==> src/rtl/md_pkg.sv <==
// Shared encodings and defaults for the iterative multiply/divide unit.
package md_pkg;

  localparam int MD_WIDTH = 32;

  localparam logic MD_MULT = 1'b0;
  localparam logic MD_DIV  = 1'b1;

  // The bare MD_MULT/MD_DIV names are the op encodings, so the busy states carry an _ST suffix.
  typedef enum logic [1:0] {
    MD_IDLE    = 2'd0,
    MD_MULT_ST = 2'd1,
    MD_DIV_ST  = 2'd2,
    MD_FIX     = 2'd3
  } md_state_e;

endpackage

==> src/rtl/mult_div_unit.sv <==
// Iterative signed mult/div: magnitudes in, one bit per cycle, sign fix-up, then HI/LO write.
module mult_div_unit
  import md_pkg::*;
#(
  parameter int WIDTH = MD_WIDTH
) (
  input  logic             clk,
  input  logic             reset_n,
  input  logic             start,
  input  logic             op,
  input  logic [WIDTH-1:0] a,
  input  logic [WIDTH-1:0] b,
  output logic             busy,
  output logic             done,
  output logic [WIDTH-1:0] hi,
  output logic [WIDTH-1:0] lo,
  output logic             divby0flag
);

  localparam int CW = $clog2(WIDTH);

  md_state_e          state_q;
  logic [CW-1:0]      cnt_q;
  logic [2*WIDTH-1:0] acc_q;
  logic [WIDTH-1:0]   opnd_q;
  logic [WIDTH-1:0]   rem_q;
  logic               op_q, neg_lo_q, neg_hi_q;
  logic               busy_q, done_q, flag_q;
  logic [WIDTH-1:0]   hi_q, lo_q;

  logic [WIDTH-1:0]   mag_a, mag_b;
  logic [WIDTH:0]     mul_sum, div_shift, div_trial;
  logic [WIDTH-1:0]   lo_fix, prod_hi_fix, rem_fix;

  function automatic logic [WIDTH-1:0] cneg(input logic [WIDTH-1:0] v, input logic neg);
    return neg ? (~v + {{(WIDTH-1){1'b0}}, 1'b1}) : v;
  endfunction

  always_comb begin
    mag_a     = cneg(a, a[WIDTH-1]);
    mag_b     = cneg(b, b[WIDTH-1]);
    mul_sum   = {1'b0, acc_q[2*WIDTH-1:WIDTH]} + (acc_q[0] ? {1'b0, opnd_q} : '0);
    div_shift = {rem_q, acc_q[WIDTH-1]};
    div_trial = div_shift - {1'b0, opnd_q};
    lo_fix    = cneg(acc_q[WIDTH-1:0], neg_lo_q);
    // Upper half of a 2W negation borrows one less whenever the lower half is non-zero.
    prod_hi_fix = cneg(acc_q[2*WIDTH-1:WIDTH], neg_lo_q)
                - {{(WIDTH-1){1'b0}}, neg_lo_q & (|acc_q[WIDTH-1:0])};
    rem_fix   = cneg(rem_q, neg_hi_q);
  end

  always_ff @(posedge clk or negedge reset_n) begin
    if (!reset_n) begin
      state_q  <= MD_IDLE;
      cnt_q    <= '0;
      acc_q    <= '0;
      opnd_q   <= '0;
      rem_q    <= '0;
      op_q     <= 1'b0;
      neg_lo_q <= 1'b0;
      neg_hi_q <= 1'b0;
      busy_q   <= 1'b0;
      done_q   <= 1'b0;
      flag_q   <= 1'b0;
      hi_q     <= '0;
      lo_q     <= '0;
    end else begin
      done_q <= 1'b0;
      case (state_q)
        MD_IDLE: begin
          if (start) begin
            if (op == MD_DIV && b == '0) begin
              flag_q <= 1'b1;
              done_q <= 1'b1;
            end else begin
              // a is multiplier/dividend in the low accumulator half; b is multiplicand/divisor.
              flag_q   <= 1'b0;
              op_q     <= op;
              neg_lo_q <= a[WIDTH-1] ^ b[WIDTH-1];
              neg_hi_q <= a[WIDTH-1];
              acc_q    <= {{WIDTH{1'b0}}, mag_a};
              opnd_q   <= mag_b;
              rem_q    <= '0;
              cnt_q    <= CW'(WIDTH - 1);
              busy_q   <= 1'b1;
              state_q  <= (op == MD_DIV) ? MD_DIV_ST : MD_MULT_ST;
            end
          end
        end
        MD_MULT_ST: begin
          acc_q <= {mul_sum, acc_q[WIDTH-1:1]};
          cnt_q <= cnt_q - {{(CW-1){1'b0}}, 1'b1};
          if (cnt_q == '0) state_q <= MD_FIX;
        end
        MD_DIV_ST: begin
          rem_q <= div_trial[WIDTH] ? div_shift[WIDTH-1:0] : div_trial[WIDTH-1:0];
          acc_q[WIDTH-1:0] <= {acc_q[WIDTH-2:0], ~div_trial[WIDTH]};
          cnt_q <= cnt_q - {{(CW-1){1'b0}}, 1'b1};
          if (cnt_q == '0) state_q <= MD_FIX;
        end
        MD_FIX: begin
          hi_q    <= (op_q == MD_DIV) ? rem_fix : prod_hi_fix;
          lo_q    <= lo_fix;
          done_q  <= 1'b1;
          busy_q  <= 1'b0;
          state_q <= MD_IDLE;
        end
        default: state_q <= MD_IDLE;
      endcase
    end
  end

  assign busy       = busy_q;
  assign done       = done_q;
  assign hi         = hi_q;
  assign lo         = lo_q;
  assign divby0flag = flag_q;

endmodule
==> config.mk <==
export PLATFORM = sky130hd
export DESIGN_NAME = mult_div_unit
export DESIGN_NICKNAME = d
export VERILOG_FILES = /design/src/rtl/md_pkg.sv /design/src/rtl/mult_div_unit.sv
export SDC_FILE = /design/constraint.sdc
export NUM_CORES = 1
export LEC_CHECK = 0
export ABC_CLOCK_PERIOD_IN_PS = 3600
export CORE_MARGIN = 4
export CORE_UTILIZATION = 45
export CTS_BUF_LIST = sky130_fd_sc_hd__clkbuf_8
export DETAILED_ROUTE_END_ITERATION = 7
export PLACE_DENSITY_LB_ADDON = 0.2
export SYNTH_ARGS = -nofsm -noshare
export SYNTH_HDL_FRONTEND = slang
export SYNTH_SLANG_ARGS = --single-unit
==> constraint.sdc <==
create_clock -name clk -period 3.6 [get_ports clk]
set_clock_uncertainty 0.05 [all_clocks]
set_input_delay 1.08 -clock clk [delete_from_list [all_inputs] [get_ports clk]]
set_output_delay 1.08 -clock clk [all_outputs]
set_load 0.02 [all_outputs]
==> results.sh, run 1 <==
export IMPL_outcome="finished with violations"
export IMPL_violations="negative setup slack"
export IMPL_place_ws_ns=-0.835
export IMPL_ys_seq_area_share_pct=31.6
export IMPL_tightest_slew_ns=1.00
export IMPL_cts_buffers=41
export IMPL_cp_end_kind="flop"
export IMPL_synth_edf_count=0
export IMPL_cts_hold_buffers=0
export IMPL_h_tree_depth=2
export IMPL_core_region_area_sq_um=35600
export IMPL_io_pins=135
export IMPL_dr_pass1_iters=5
export IMPL_tritoncts="built"
export IMPL_hp_class="input pin to asynchronous set/reset pin"
export IMPL_chipWidth_um=198
export IMPL_fin_crit_ns=3.66
export IMPL_die_h_um=198
export IMPL_cp_arrival_ns=4.05
export IMPL_syn_area_per_cell_sq_um=8.08
export IMPL_maxCapViolations=0
export IMPL_track_usage_pct=24.8
export IMPL_drtAntennaViolNets=0
export IMPL_syn_nets=2158
export IMPL_wire_per_inst_um=18.0
export IMPL_fin_crit_sh_pct=102
export IMPL_ys_ff_latch=205
export IMPL_worstSetupStartpointType="flop"
export IMPL_slew_headroom_pct=33.3
export IMPL_drcViolationCount=0
export IMPL_timing_rr_start="acc_q[17]$_DFFE_PN0P_"
export IMPL_max_freq_mhz=274
export IMPL_synth_flop_cell="dfrtp_1"
export IMPL_dieArea_sq_um=39200
export IMPL_synth_top_area_share_pct=31.6
export IMPL_criticalPathCategory="flop to flop"
export IMPL_first_iter_violations=935
export IMPL_rsz0062_at_grt="true"
export IMPL_start_util_pct=45.6
export IMPL_synth_top_area_cell="dfrtp_1"
export IMPL_r2r_slack_ns=-0.06
export IMPL_gp_congestion=0.897
export IMPL_ir_worst_vdd_mv=0.510
export IMPL_clockRootBuffer="clkbuf_8"
export IMPL_viasPerCell=5.69
export IMPL_vias=15600
export IMPL_grt_overflow_total=0
export IMPL_rows=69
export IMPL_p_leak_nw=9.18
export IMPL_slew_violations=0
export IMPL_cts_sinks=205
export IMPL_holdWs_ns=0.380
export IMPL_grt_pass1_vias=15300
export IMPL_critPathMaxFanout=5
export IMPL_worst_ep_required_time_ns=3.99
export IMPL_final_common_cell="nand2_1"
export IMPL_r2r_end="hi[16]$_DFFE_PN0N_"
export IMPL_drive_above_1_share_pct=15.0
export IMPL_synth_area_leaders="dfrtp_1 32%, o21ai_0 6.5%, ha_1 6.1%"
export IMPL_insertedDiodeCount=0
export IMPL_nets=2409
export IMPL_ys_types=77
export IMPL_layout_common_cells="228 x nand2_1, 204 x dfrtp_1, 200 x o21ai_0, 175 x nor2_1, 173 x buf_4"
export IMPL_antenna_found_initial=0
export IMPL_ys_async_sr_fraction_pct=100
export IMPL_setup_violations=10
export IMPL_grt_max_degree=83
export IMPL_clock_path_buffers=3
export IMPL_syn2layout_area_growth_pct=26.9
export IMPL_reg2reg_depth=16
export IMPL_yosys_warnings=0
export IMPL_power_density_nw_per_um2=917
export IMPL_syn_area_sq_um=16200
export IMPL_io_buffers=134
export IMPL_setup_ws_ns=-0.0556
export IMPL_syn_inst=2009
export IMPL_grt_pass1_wl_um=79300
export IMPL_routed_wl_um=49400
export IMPL_dp_final_hpwl_um=37700
export IMPL_clkTransAtPathRegs_ns=0.06
export IMPL_hold_viol_final=0
export IMPL_clock_latency_ns=0.59
[flip-flops by register name, indices dropped and copies added (netlist names)]
name,count
neg_hi_q,1
lo,32
neg_lo_q,1
busy,1
rem_q,32
hi,32
cnt_q,5
divby0flag,1
op_q,1
acc_q,64
done,1
opnd_q,32
state_q,2
[cells by family after synthesis]
family | count (synthesis) | synth area share (%)
muxes | 40 | 2.52
adders and majority gates | 81 | 6.34
xor gates and xnor gates | 217 | 11.7
DFF | 205 | 31.6
buffers and inverters | 194 | 4.58
AOI/OAI and AO/OA | 612 | 24.0
and+or+nand+nor | 660 | 19.3
[where the power goes]
group / switching [mW] / leakage [nW] / internal, mW
sequential: 0.872 / 2.53 / 3.23
clock: 1.10 / 0.502 / 1.53
combinational: 7.07 / 6.15 / 5.08
total: 9.05 / 9.18 / 9.84
[through the flow]
step	total power [mW]	utilization (%)	cells	TNS, ns	instance area, sq um
4_1_cts	18.7	57.2	2743	-1.13	20400
2_1_floorplan	11.8	-	2009	-1.18	16400
3_5_place_dp	15.8	54.5	2667	-83.36	19400
6_report	18.9	57.9	2752	-0.262	20600
3_3_place_gp	15.6	54.5	2667	-74.68	19400
5_1_grt	20.4	57.9	2752	-3.89	20600
[layer usage]
layer	GRT usage [%]	share of wire (%)
met5	0	0
met3	4.59	5.6
met2	40.7	47
met4	11.3	4.7
met1	31.9	43
[worst max-delay path, stage by stage, from the launching register on]
cell and delay [ns]:
dfrtp_1 0.38, or4_4 0.54, or4_4 0.43, or3_4 0.36, nor2_4 0.10, nand3_2 0.09, nor4_2 0.15, nor2_1 0.07
ha_2 0.22, ha_4 0.16, and2_4 0.14, nand3_4 0.09, nor2_4 0.07, and2_4 0.19, xnor2_1 0.13, mux2i_1 0.25
a21oi_1 0.10
[layout make-up]
type | count | area (sq um)
clock buffer | 53 | 729
sequential | 205 | 5130
multi-input combinational | 1610 | 10700
clock inverter | 21 | 170
tap | 461 | 577
fill | 3296 | 15000
timing repair buffer | 323 | 2930
inverter | 79 | 314
[worst max-delay path by stage]
stage,from,to,slack (ns),depth (start not counted)
6_report,acc_q[17]$_DFFE_PN0P_,hi[16]$_DFFE_PN0N_,-0.06,16
3_5_place_dp,b[1],rem_q[31]$_DFFE_PN0P_,-0.83,12
3_3_place_gp,a[13],acc_q[27]$_DFFE_PN0P_,-0.82,10
4_1_cts,acc_q[17]$_DFFE_PN0P_,hi[16]$_DFFE_PN0N_,-0.11,16
5_1_grt,acc_q[17]$_DFFE_PN0P_,hi[28]$_DFFE_PN0N_,-0.23,17
2_1_floorplan,a[13],acc_q[29]$_DFFE_PN0P_,-0.27,9
[what timing repair did]
action                     CTS  global route
setup endpoints to repair   59            73
pin swaps                   21            35
buffers inserted             2             9
gates resized for setup     41            38
[synth_stat cells (7+ instances only)]
master / number
a31oi_1: 12
nand3_1: 47
o21a_1: 15
and2_1: 10
or4_1: 16
xnor2_1: 108
a211oi_1: 14
a22oi_1: 29
xor2_1: 109
a21oi_1: 130
o31ai_1: 44
nor2_1: 177
nor2b_1: 9
or3_1: 20
dfrtp_1: 205
nand4_1: 17
nor3b_1: 8
mux2_2: 7
nand2_1: 231
and3_1: 15
ha_1: 79
nand2b_1: 25
or2_2: 11
o41ai_1: 25
nor4_1: 16
nor3_1: 31
inv_1: 79
clkbuf_1: 96
buf_1: 9
a221o_1: 13
mux2i_1: 33
a21o_1: 33
buf_2: 9
a22o_1: 9
o211ai_1: 8
o21ai_0: 211
Power figures use the tool's default switching activity.
==> inputs of run 2 (changes only) <==
Settings changed: CORE_MARGIN 4 to 2, SLEW_MARGIN set to 10.
==> run 2 against run 1 <==
Net effect:
- the flow still finishes with violations (negative setup slack)
- sequential share of layout area barely moved
- die area fell by 4.0%
- setup slack got worse by 0.063 ns
- register-to-register slack got worse by 0.06 ns
- flip-flop and latch count did not move
- largest cell class unchanged
- largest power group unchanged
==> results.sh, run 2 (synthesis results as in run 1) <==
export IMPL_outcome="finished with violations"
export IMPL_violations="negative setup slack"
export IMPL_core_region_area_sq_um=35600
export IMPL_h_tree_depth=2
export IMPL_worstSetupStartpointType="flop"
export IMPL_worst_ep_required_time_ns=4.00
export IMPL_fin_cells=2757
export IMPL_gp_congestion=0.904
export IMPL_insertedDiodeCount=0
export IMPL_ir_worst_vdd_mv=0.525
export IMPL_vias=15700
export IMPL_grt_overflow_total=0
export IMPL_path_cells="or4_4, or4_4, or3_4, nor2_4, nand3_2, nor4_2, nor2_1, ha_2, o21a_1, and3_4, nor2b_4, and3_4, nand3_2, xnor2_2, a221o_1"
export IMPL_tightest_slew_ns=0.917
export IMPL_viasPerCell=5.71
export IMPL_fin_crit_ns=3.72
export IMPL_io_pins=135
export IMPL_cts_buffers=38
export IMPL_regArea_sq_um=5130
export IMPL_first_iter_violations=1261
export IMPL_routed_wl_um=49400
export IMPL_max_freq_mhz=269
export IMPL_grt_max_degree=68
export IMPL_antenna_found_initial=0
export IMPL_io_buffers=134
export IMPL_chipWidth_um=194
export IMPL_drtAntennaViolNets=0
export IMPL_clkTransAtPathRegs_ns=0.06
export IMPL_multiInputGateArea_sq_um=10800
export IMPL_dr_pass1_iters=5
export IMPL_drive_above_1_share_pct=15.7
export IMPL_start_util_pct=45.6
export IMPL_tritoncts="built"
export IMPL_criticalPathCategory="flop to flop"
export IMPL_power_density_nw_per_um2=913
export IMPL_final_common_cell="nand2_1"
export IMPL_r2r_slack_ns=-0.12
export IMPL_dieArea_sq_um=37600
export IMPL_nets=2416
export IMPL_setup_ws_ns=-0.119
export IMPL_p_leak_nw=9.19
export IMPL_largest_register="acc_q"
export IMPL_fin_crit_sh_pct=103
export IMPL_cp_slowest_cell="or4_4"
export IMPL_utilization_pct=57.9
export IMPL_cts_hold_buffers=0
export IMPL_clock_path_buffers=3
export IMPL_clock_latency_ns=0.58
export IMPL_largest_reg_flops=64
export IMPL_cp_arrival_ns=4.11
export IMPL_setup_violations=23
export IMPL_layout_common_cells="228 x nand2_1, 204 x dfrtp_1, 194 x o21ai_0, 180 x buf_4, 173 x nor2_1"
export IMPL_slew_violations=0
export IMPL_n_fill_cell=3265
export IMPL_cp_end_kind="flop"
export IMPL_critPathMaxFanout=7
export IMPL_hp_class="flop to flop"
export IMPL_clockRootBuffer="clkbuf_8"
export IMPL_rows=69
export IMPL_slew_headroom_pct=38.9
export IMPL_cts_sinks=205
export IMPL_drcViolationCount=0
export IMPL_track_usage_pct=25.7
export IMPL_grt_pass1_vias=14900
export IMPL_dp_final_hpwl_um=37400
export IMPL_placedCellCount=2677
export IMPL_max_stage_delay_ns=0.57
export IMPL_rsz0062_at_grt="true"
export IMPL_syn2layout_area_growth_pct=27.0
export IMPL_wire_per_inst_um=17.9
export IMPL_die_h_um=194
export IMPL_holdWs_ns=0.428
export IMPL_maxCapViolations=0
export IMPL_hold_viol_final=0
export IMPL_grt_pass1_wl_um=78900
## run 2: cell types whose count changed in the layout (fill, tap and decap cells not counted), sizes merged
| cell | delta |
|---|---|
| bufinv | -2 |
| clkinv | +4 |
| clkbuf | -1 |
| buf | +8 |
| clkinvlp | -3 |
| inv | -1 |
## run 2: where the power goes
group | switching, mW | internal [mW] | total, mW
registers | 0.886 | 3.23 | 4.12
logic | 7.13 | 5.16 | 12.3
clock network | 1.08 | 1.32 | 2.40
## run 2: path summary, 6_finish.rpt
path,startpoint,to,cells after the start
setup / recovery,acc_q[17]$_DFFE_PN0P_,hi[25]$_DFFE_PN0N_,15
hold / removal,opnd_q[25]$_DFFE_PN0P_,opnd_q[25]$_DFFE_PN0P_,2
setup reg to reg,acc_q[17]$_DFFE_PN0P_,hi[25]$_DFFE_PN0N_,15
hold reg to reg,opnd_q[25]$_DFFE_PN0P_,opnd_q[25]$_DFFE_PN0P_,2
max in group asynchronous,reset_n,acc_q[43]$_DFFE_PN0P_,2
min in group asynchronous,reset_n,acc_q[61]$_DFFE_PN0P_,1
## run 2: timing repair
action / 4_1_cts / 5_1_grt
setup endpoints to repair: 122 / 95
gates resized for setup: 55 / 37
pin swaps: 36 / 32
setup buffers: 5 / 5
gates cloned: 0 / 1
## run 2: critical path, delay by kind of cell (launching register included)
kind	cells	cell delay, ns
AND/OR/NAND/NOR	11	2.46
adder cells (fa/ha/maj)	1	0.22
AO/OA/AOI/OAI	2	0.43
XOR/XNOR	1	0.08
flip-flops	1	0.38
## run 2: layer usage
metal	share of wire, %	vias to the layer above	GRT usage (%)
met4	3.2	0	8.81
met5	0	-	0
met1	44	7508	33.9
met2	48	418	42.9
met3	4.9	84	3.91
li1	-	7735	-
## run 2: per-stage QoR
| stage | setup TNS [ns] | cell area (sq um) | total power, mW | setup WS [ns] |
|---|---|---|---|---|
| final | -1.37 | 20600 | 18.8 | -0.119 |
| after global placement | -81.91 | 19400 | 15.7 | -0.803 |
| after detailed placement | -89.02 | 19400 | 15.9 | -0.856 |
| after CTS | -0.752 | 20400 | 18.5 | -0.0836 |
| after floorplan | -1.18 | 16400 | 11.8 | -0.275 |
| after global routing | -4.85 | 20600 | 20.3 | -0.242 |
## run 2: layout make-up
| class | count | share of cell area (%) |
|---|---|---|
| Timing Repair Buffer | 333 | 14.6 |
| Clock inverter | 19 | 0.552 |
| Sequential cell | 205 | 24.9 |
| Inverter | 79 | 1.52 |
| Multi-Input combinational cell | 1610 | 52.3 |
| Clock buffer | 50 | 3.34 |
| Tap cell | 461 | 2.80 |
==> inputs of run 3 (changes only) <==
Settings changed: CTS_CLUSTER_SIZE set to 40.
==> results of run 3 <==
Final layout, timing and power as in run 2 (identical DEF).
